$ cat src/rtl/tape_pkg.sv
// tape_pkg: shared constants, one-hot state indices and sizing helper for the tape word assembler
package tape_pkg;
  localparam int CHAR_W = 5;
  localparam int IDLE = 0;
  localparam int REQ = 1;
  localparam int REL = 2;
  localparam int DONE = 3;
  localparam int NSTATE = 4;
  function automatic int nchar(input int word_w, input int char_w);
    return word_w / char_w;
  endfunction
endpackage

$ cat src/rtl/tape_char_fetch.sv
// tape_char_fetch: four-phase request/release engine toward the tape reader
module tape_char_fetch #(
  parameter int CHAR_W = tape_pkg::CHAR_W
) (
  input  logic              in_req,
  input  logic              in_rel,
  input  logic              input_val,
  input  logic [CHAR_W-1:0] input_data,
  output logic              input_rdy,
  output logic              char_stb,
  output logic [CHAR_W-1:0] char_data,
  output logic              released
);
  // char_stb lasts one cycle because a capture always moves REQ to REL
  assign input_rdy = in_req;
  assign char_stb  = in_req & input_val;
  assign char_data = input_data;
  assign released  = in_rel & ~input_val;
endmodule

$ cat src/rtl/tape_word_assembler.sv
// tape_word_assembler: packs NCHAR tape characters, most significant first, into one CPU word
module tape_word_assembler #(
  parameter int CHAR_W = tape_pkg::CHAR_W,
  parameter int WORD_W = 30,
  parameter bit SKIP_BLANK = 1'b1,
  localparam int NCHAR = tape_pkg::nchar(WORD_W, CHAR_W),
  localparam int CNT_W = $clog2(NCHAR + 1)
) (
  input  logic              clk,
  input  logic              resetn,
  input  logic              start,
  output logic              input_rdy,
  input  logic              input_val,
  input  logic [CHAR_W-1:0] input_data,
  output logic              word_val,
  input  logic              word_rdy,
  output logic [WORD_W-1:0] word_data,
  output logic              busy,
  output logic [CNT_W-1:0]  char_cnt
);
  import tape_pkg::*;
  if (WORD_W % CHAR_W != 0) begin : g_bad_width
    $error("WORD_W must be an integer multiple of CHAR_W");
  end
  logic [NSTATE-1:0] state, state_nx;
  logic              char_stb, released, full, keep;
  logic [CHAR_W-1:0] char_data;
  tape_char_fetch #(.CHAR_W(CHAR_W)) u_fetch (
    .in_req    (state[REQ]),
    .in_rel    (state[REL]),
    .input_val (input_val),
    .input_data(input_data),
    .input_rdy (input_rdy),
    .char_stb  (char_stb),
    .char_data (char_data),
    .released  (released)
  );
  assign full = char_cnt == CNT_W'(NCHAR);
  // blank characters still complete a handshake, they just never reach the word
  assign keep = !(SKIP_BLANK && char_data == '0);
  always_ff @(posedge clk or negedge resetn)
    if (!resetn) state <= NSTATE'(1 << IDLE);
    else state <= state_nx;
  always_comb begin
    state_nx = '0;
    state_nx[IDLE] = (state[IDLE] & ~start) | (state[DONE] & word_rdy);
    state_nx[REQ]  = (state[IDLE] & start) | (state[REQ] & ~input_val) | (released & ~full);
    state_nx[REL]  = char_stb | (state[REL] & input_val);
    state_nx[DONE] = (released & full) | (state[DONE] & ~word_rdy);
  end
  always_comb begin
    busy     = ~state[IDLE];
    word_val = state[DONE];
  end
  always_ff @(posedge clk or negedge resetn)
    if (!resetn) begin
      word_data <= '0;
      char_cnt  <= '0;
    end else if (state[IDLE] && start) begin
      word_data <= '0;
      char_cnt  <= '0;
    end else if (char_stb && keep) begin
      word_data <= {word_data[WORD_W-CHAR_W-1:0], char_data};
      char_cnt  <= char_cnt + CNT_W'(1);
    end
endmodule

$ cat config.mk
export PLATFORM = sky130hd
export DESIGN_NAME = tape_word_assembler
export DESIGN_NICKNAME = d
export VERILOG_FILES = /design/src/rtl/tape_pkg.sv /design/src/rtl/tape_char_fetch.sv /design/src/rtl/tape_word_assembler.sv
export SDC_FILE = /design/constraint.sdc
export NUM_CORES = 1
export LEC_CHECK = 0
export ABC_AREA = 1
export CORE_ASPECT_RATIO = 1.5
export CORE_UTILIZATION = 43
export DETAILED_ROUTE_END_ITERATION = 12
export HOLD_SLACK_MARGIN = 0.02
export PLACE_DENSITY = 0.75
export SETUP_SLACK_MARGIN = 0.02
export SYNTH_ARGS = -nofsm -noshare
export SYNTH_HDL_FRONTEND = slang
export SYNTH_SLANG_ARGS = --single-unit
$ cat constraint.sdc
create_clock -name clk -period 1.12 [get_ports clk]
set_input_delay 0.224 -clock clk [delete_from_list [all_inputs] [get_ports clk]]
set_output_delay 0.224 -clock clk [all_outputs]
set_load 0.02 [all_outputs]
[After elaboration in Yosys (flattened, before gate mapping)]
Index checks and enable logic that the tools add are counted.
Cells by class
  $add $sub $neg: 1
  multiply operators: 0
  div/mod/pow operators: 0
  order comparisons: 0
  eq/ne operators: 1
  shift operators: 0
  mux-type cells: 4
  bitwise logic cells: 20
  reductions and logical operators: 5
Operators with widths (count)
  30-bit 2-to-1 mux: 2
  1-bit bitwise AND: 10
  3-bit 2-to-1 mux: 2
  5-bit logical NOT: 1
  1-bit NOT: 5
  1-bit OR: 5
  3-bit by 1-bit adder with 3-bit output (second input constant): 1
  3-bit == test (second input constant): 1
  1-bit logical AND: 2
  2-bit nonzero test: 1
  1-bit logical NOT: 1
Storage, ports and cells
  register bits after elaboration: 37
  latch bits: 0
  bits in writable memories: 0
  ROM bits: 0
  input port bits: 10
  word-level logic and storage cells: 34
  memories: 0

[Logic depth before layout (Yosys ltp)]
  word-level depth: 5
  mapped depth: 7
  depth with buffers taken out: 6

[Hierarchy]
From an unflattened synthesis, not the netlist that was laid out.
Second synthesis, totals
  cells, all modules: 202
  area total of the unflattened synthesis: 1810.5 um^2
Modules (own cells, without submodules)
  tape_word_assembler: times used 1, cells an instance 192, area each 1750.4 um^2, sequential area each 927.1 um^2
  tape_char_fetch: times used 1, cells an instance 10, area each 60.1 um^2, sequential area each 0.0 um^2

[Worst setup path before layout]
Ideal clock, no wire load.
  path kind: register -> register
  from: register state[0]
  to: register char_cnt[2]
  library setup time: 0.118 ns
  arrival: 1.022 ns
  data required time: 1.002 ns
  path slack: -0.020 ns
  cell stages (with the launch flop): 6
  clock period less this slack: 1.140 ns
  cell sequence: dfstp_2 > nand2_1 > buf_2 > buf_2 > nand3_1 > nand2_1
On the way
  longest elaborated chain between the ends: 2
RTL lines
  start, declared: RTL line tape_word_assembler.sv:25  | logic [NSTATE-1:0] state, state_nx;
  start signal, assigned: RTL line tape_word_assembler.sv:42  | if (!resetn) state <= NSTATE'(1 << IDLE);
  start signal, assigned: RTL line tape_word_assembler.sv:43  | else state <= state_nx;
  1-bit logical AND (*): RTL line tape_word_assembler.sv:59  | end else if (state[IDLE] && start) begin
  3-bit 2-to-1 mux / 2-bit nonzero test (equally long branches)
  end signal, assigned: RTL line tape_word_assembler.sv:64  | char_cnt <= char_cnt + CNT_W'(1);
  end, declared: RTL line tape_word_assembler.sv:19  | output logic [CNT_W-1:0] char_cnt
Every way passes the cells marked *; elsewhere a longest branch is shown, timed or not.
A chain may end at the register's enable or synchronous reset.

[Final worst setup path]
  from: register state[0]
  to: register word_data[15]
On the way
  longest elaborated chain between the ends: 2
RTL lines
  1-bit logical AND (*): RTL line tape_word_assembler.sv:59
  30-bit 2-to-1 mux / 2-bit nonzero test (equally long branches)
  end signal, assigned: RTL line tape_word_assembler.sv:63  | word_data <= {word_data[WORD_W-CHAR_W-1:0], char_data};
  end, declared: RTL line tape_word_assembler.sv:17  | output logic [WORD_W-1:0] word_data,
Marked as above.

==> flow_metrics.tcl <==
set metrics [dict create \
    num_rows 27 \
    finalSetupTns_ps -2720 \
    dr.pass1.iters 4 \
    ys_seq_elements 37 \
    slew_violations 0 \
    slowest_stage "dfstp_2" \
    cts_root_buf "clkbuf_8" \
    routed_wirelength_um 5260 \
    syn_inst 200 \
    finish.utilization_pct 76.5 \
    r2r-end "word_data[15]" \
    post-dp-hpwl_um 2710 \
    irDropWorstVdd_mv 1.92 \
    finalHoldViolCount 0 \
    area_growth_pct 67.8 \
    synthMuxAreaShare_pct 0 \
    grt_first_pass_wirelength_um 6590 \
    cts.sinks 37 \
    synth_most_common_cell "nand2_1" \
    path_max_fanout 7 \
    period_needed_ps 1270 \
    drive_gt1_share_pct 48.3 \
    min_period_over_period_pct 113 \
    power_leakage_nw 1.58 \
    cts_tree "built" \
    synth_top_area_share_pct 52.7 \
    synth_area_um2 1710 \
    end_kind "register" \
    syn_avg_cell_area_um2 8.55 \
    start_kind "register" \
    hold_depth 3 \
    drt-initial-drc-count 68 \
    drc 0 \
    synthTopCellsByCount "nand2_1 (63), dfrtp_1 (36), nand3_1 (34)" \
    skew_ps 4.39 \
    htree_levels 2 \
    vias 1815 \
    ys.warnings.count 0 \
    p_per_area_nw_per_um2 2330 \
    synth_top_family_by_area "simple AND/OR/NAND/NOR gates" \
    crit_type "reg -> reg" \
    critPathTopFamily "flip-flops" \
    port-buffer-count 45 \
    dieArea_um2 4240 \
    worst_pin_slew_ps 310 \
    die_w_um 53.5 \
    outcome "finished, violations left" \
    placed_cells 313 \
    holdPathEnd "word_data[0]" \
    fin_total_pwr_mw 6.67 \
    r2r-start "state[0]" \
    core-area_um2 3750 \
    violations "negative setup slack" \
    ios 46 \
    hp-start "input_data[0]" \
    cts.clk_slew.worst_paths_ps 70 \
    worstPathRequired_ps 1310 \
    instances_no_fill 331 \
    overflow 0 \
    min-delay-path-class "in -> reg" \
    worstSkewPairLatency_ps 300 \
    syn_nets 212 \
    seq_area_frac_synth_pct 54.2 \
    worst-path-buf-inv 2 \
    synth_ff_type "dfrtp_1" \
    yosys.area.top_type "dfrtp_1" \
    grt_pass1_vias 1463 \
    rsz0062_at_grt "yes" \
    cts_max_path_buffers 2 \
    post_synth_num_cell_types 19 \
    r2r_cells 5 \
    synthAdderAreaFrac_pct 1.46 \
    grt.total_usage_pct 21.7 \
    slew-limit-headroom_pct 79.3 \
    wl_per_cell_um 15.9 \
    finalSetupViolCount 34 \
    nets 299 \
    grt_start_max_net_pins 27 \
    diodes 0 \
    crit_path_max_incr_delay_ps 560 \
    worst_slack_ps -146 \
    async_reset_ff_share_pct 100 \
    synth_compound_area_share_pct 1.54 \
    post-place-ws_ps -326 \
    cp_cell_sequence "nand2_4 -> buf_12 -> clkbuf_16 -> nand4_1 -> nand2_1" \
    detail-route-antenna-nets 0 \
    numCtsBuffers 5 \
    synthTopCellsByArea "dfrtp_1 (53%), nand2_1 (14%), nand3_1 (9.9%), nand4_1 (7.7%), inv_1 (3.7%)" \
    synth-simple-area-share_pct 33.5 \
    max_clock_freq_ghz 0.790 \
    reg2reg_slack_ps -150 \
    die_h_um 79.2 \
    maxCapViolations 0 \
    synth_edf_count 0 \
    viasPerCell 5.48 \
    antenna_found_initial 0 \
    worstPathArrival_ps 1450 \
    cp.depth 5 \
    yosys.area_share.xor_xnor_pct 0 \
    start_util_pct 45.6 \
    place.gp.congestion 0.760 \
]
placed cells by master (no fill, tap or decap), drive strengths merged:
cell / synthesis / final
dlygate4sd3: 0 / 1
dfstp: 1 / 1
clkbuf: 2 / 13
dfrtp: 36 / 36
nor2: 2 / 2
inv: 18 / 18
clkdlybuf4s50: 0 / 2
o22ai: 1 / 1
nand3: 35 / 35
dlygate4sd2: 0 / 1
a21oi: 1 / 1
ha: 2 / 2
buf: 13 / 81
nand2: 64 / 64
and2: 1 / 1
o21ai: 3 / 3
nand4: 21 / 21
dlymetal6s2s: 0 / 5
metal layers:
| layer | up-vias | share of wire, % | global-route usage, % | wire length, um |
|---|---|---|---|---|
| met2 | 81 | 52 | 34.5 | 2750 |
| met3 | 19 | 5.2 | 5.17 | 274 |
| met4 | 0 | 3.0 | 9.74 | 159 |
| met1 | 879 | 40 | 27.1 | 2080 |
| met5 | - | 0 | 0 | 0 |
| li1 | 836 | - | - | - |
tightest hold or removal path: stages:
cell            delay (ps)
dlymetal6s2s_1         120
nand3_2                 80
nand2_1                 60
how the worst max path moves through the flow:
stage | from | to | slack [ps]
floorplan | state[0] | char_cnt[2] | 30
global placement | input_data[2] | word_data[14] | -310
detailed placement | input_data[2] | word_data[14] | -330
CTS | state[0] | busy | -100
global route | state[0] | word_data[15] | -190
finish | state[0] | word_data[15] | -150
metrics by stage:
| step | cell area (um^2) | hold slack [ps] |
|---|---|---|
| 2_1_floorplan | 1730 | -71.6 |
| 3_3_place_gp | 2480 | 127 |
| 3_5_place_dp | 2480 | 129 |
| 4_1_cts | 2460 | 326 |
| 5_1_grt | 2870 | 260 |
| 6_report | 2870 | 214 |
repair_timing:
action | 4_1_cts | 5_1_grt
endpoints found under the setup margin | 67 | 38
endpoints found under the hold margin | 10 | 0
gates cloned | 0 | 7
gates resized for setup | 161 | 67
hold buffers | 1 | 0
pin swaps | 3 | 39
setup buffers | 1 | 1
registers in the layout (all words and copies together) (netlist names):
| signal | cells |
|---|---|
| char_cnt | 3 |
| state | 4 |
| word_data | 30 |
area by class of cell:
cell class / count / area (um^2)
clock buffers: 8 / 90.1
fillers: 240 / 880
inverters: 18 / 75.1
multi-input cells: 130 / 832
flip-flops and latches: 37 / 928
well taps: 43 / 53.8
repair buffers: 95 / 891
power breakdown:
part / internal (mW) / total, mW / switching [mW]
logic: 1.51 / 3.42 / 1.91
registers: 1.89 / 2.26 / 0.375
clock network: 0.502 / 0.990 / 0.488
total: 3.90 / 6.67 / 2.77
cell families (layout without fill, tap and decap cells):
family	count (synthesis)	in the layout
and+or+nand+nor	123	123
DFF	37	37
buffers and inverters	33	121
AOI/OAI and AO/OA	5	5
adders and majority gates	2	2
(Power assumes the default switching activity.)
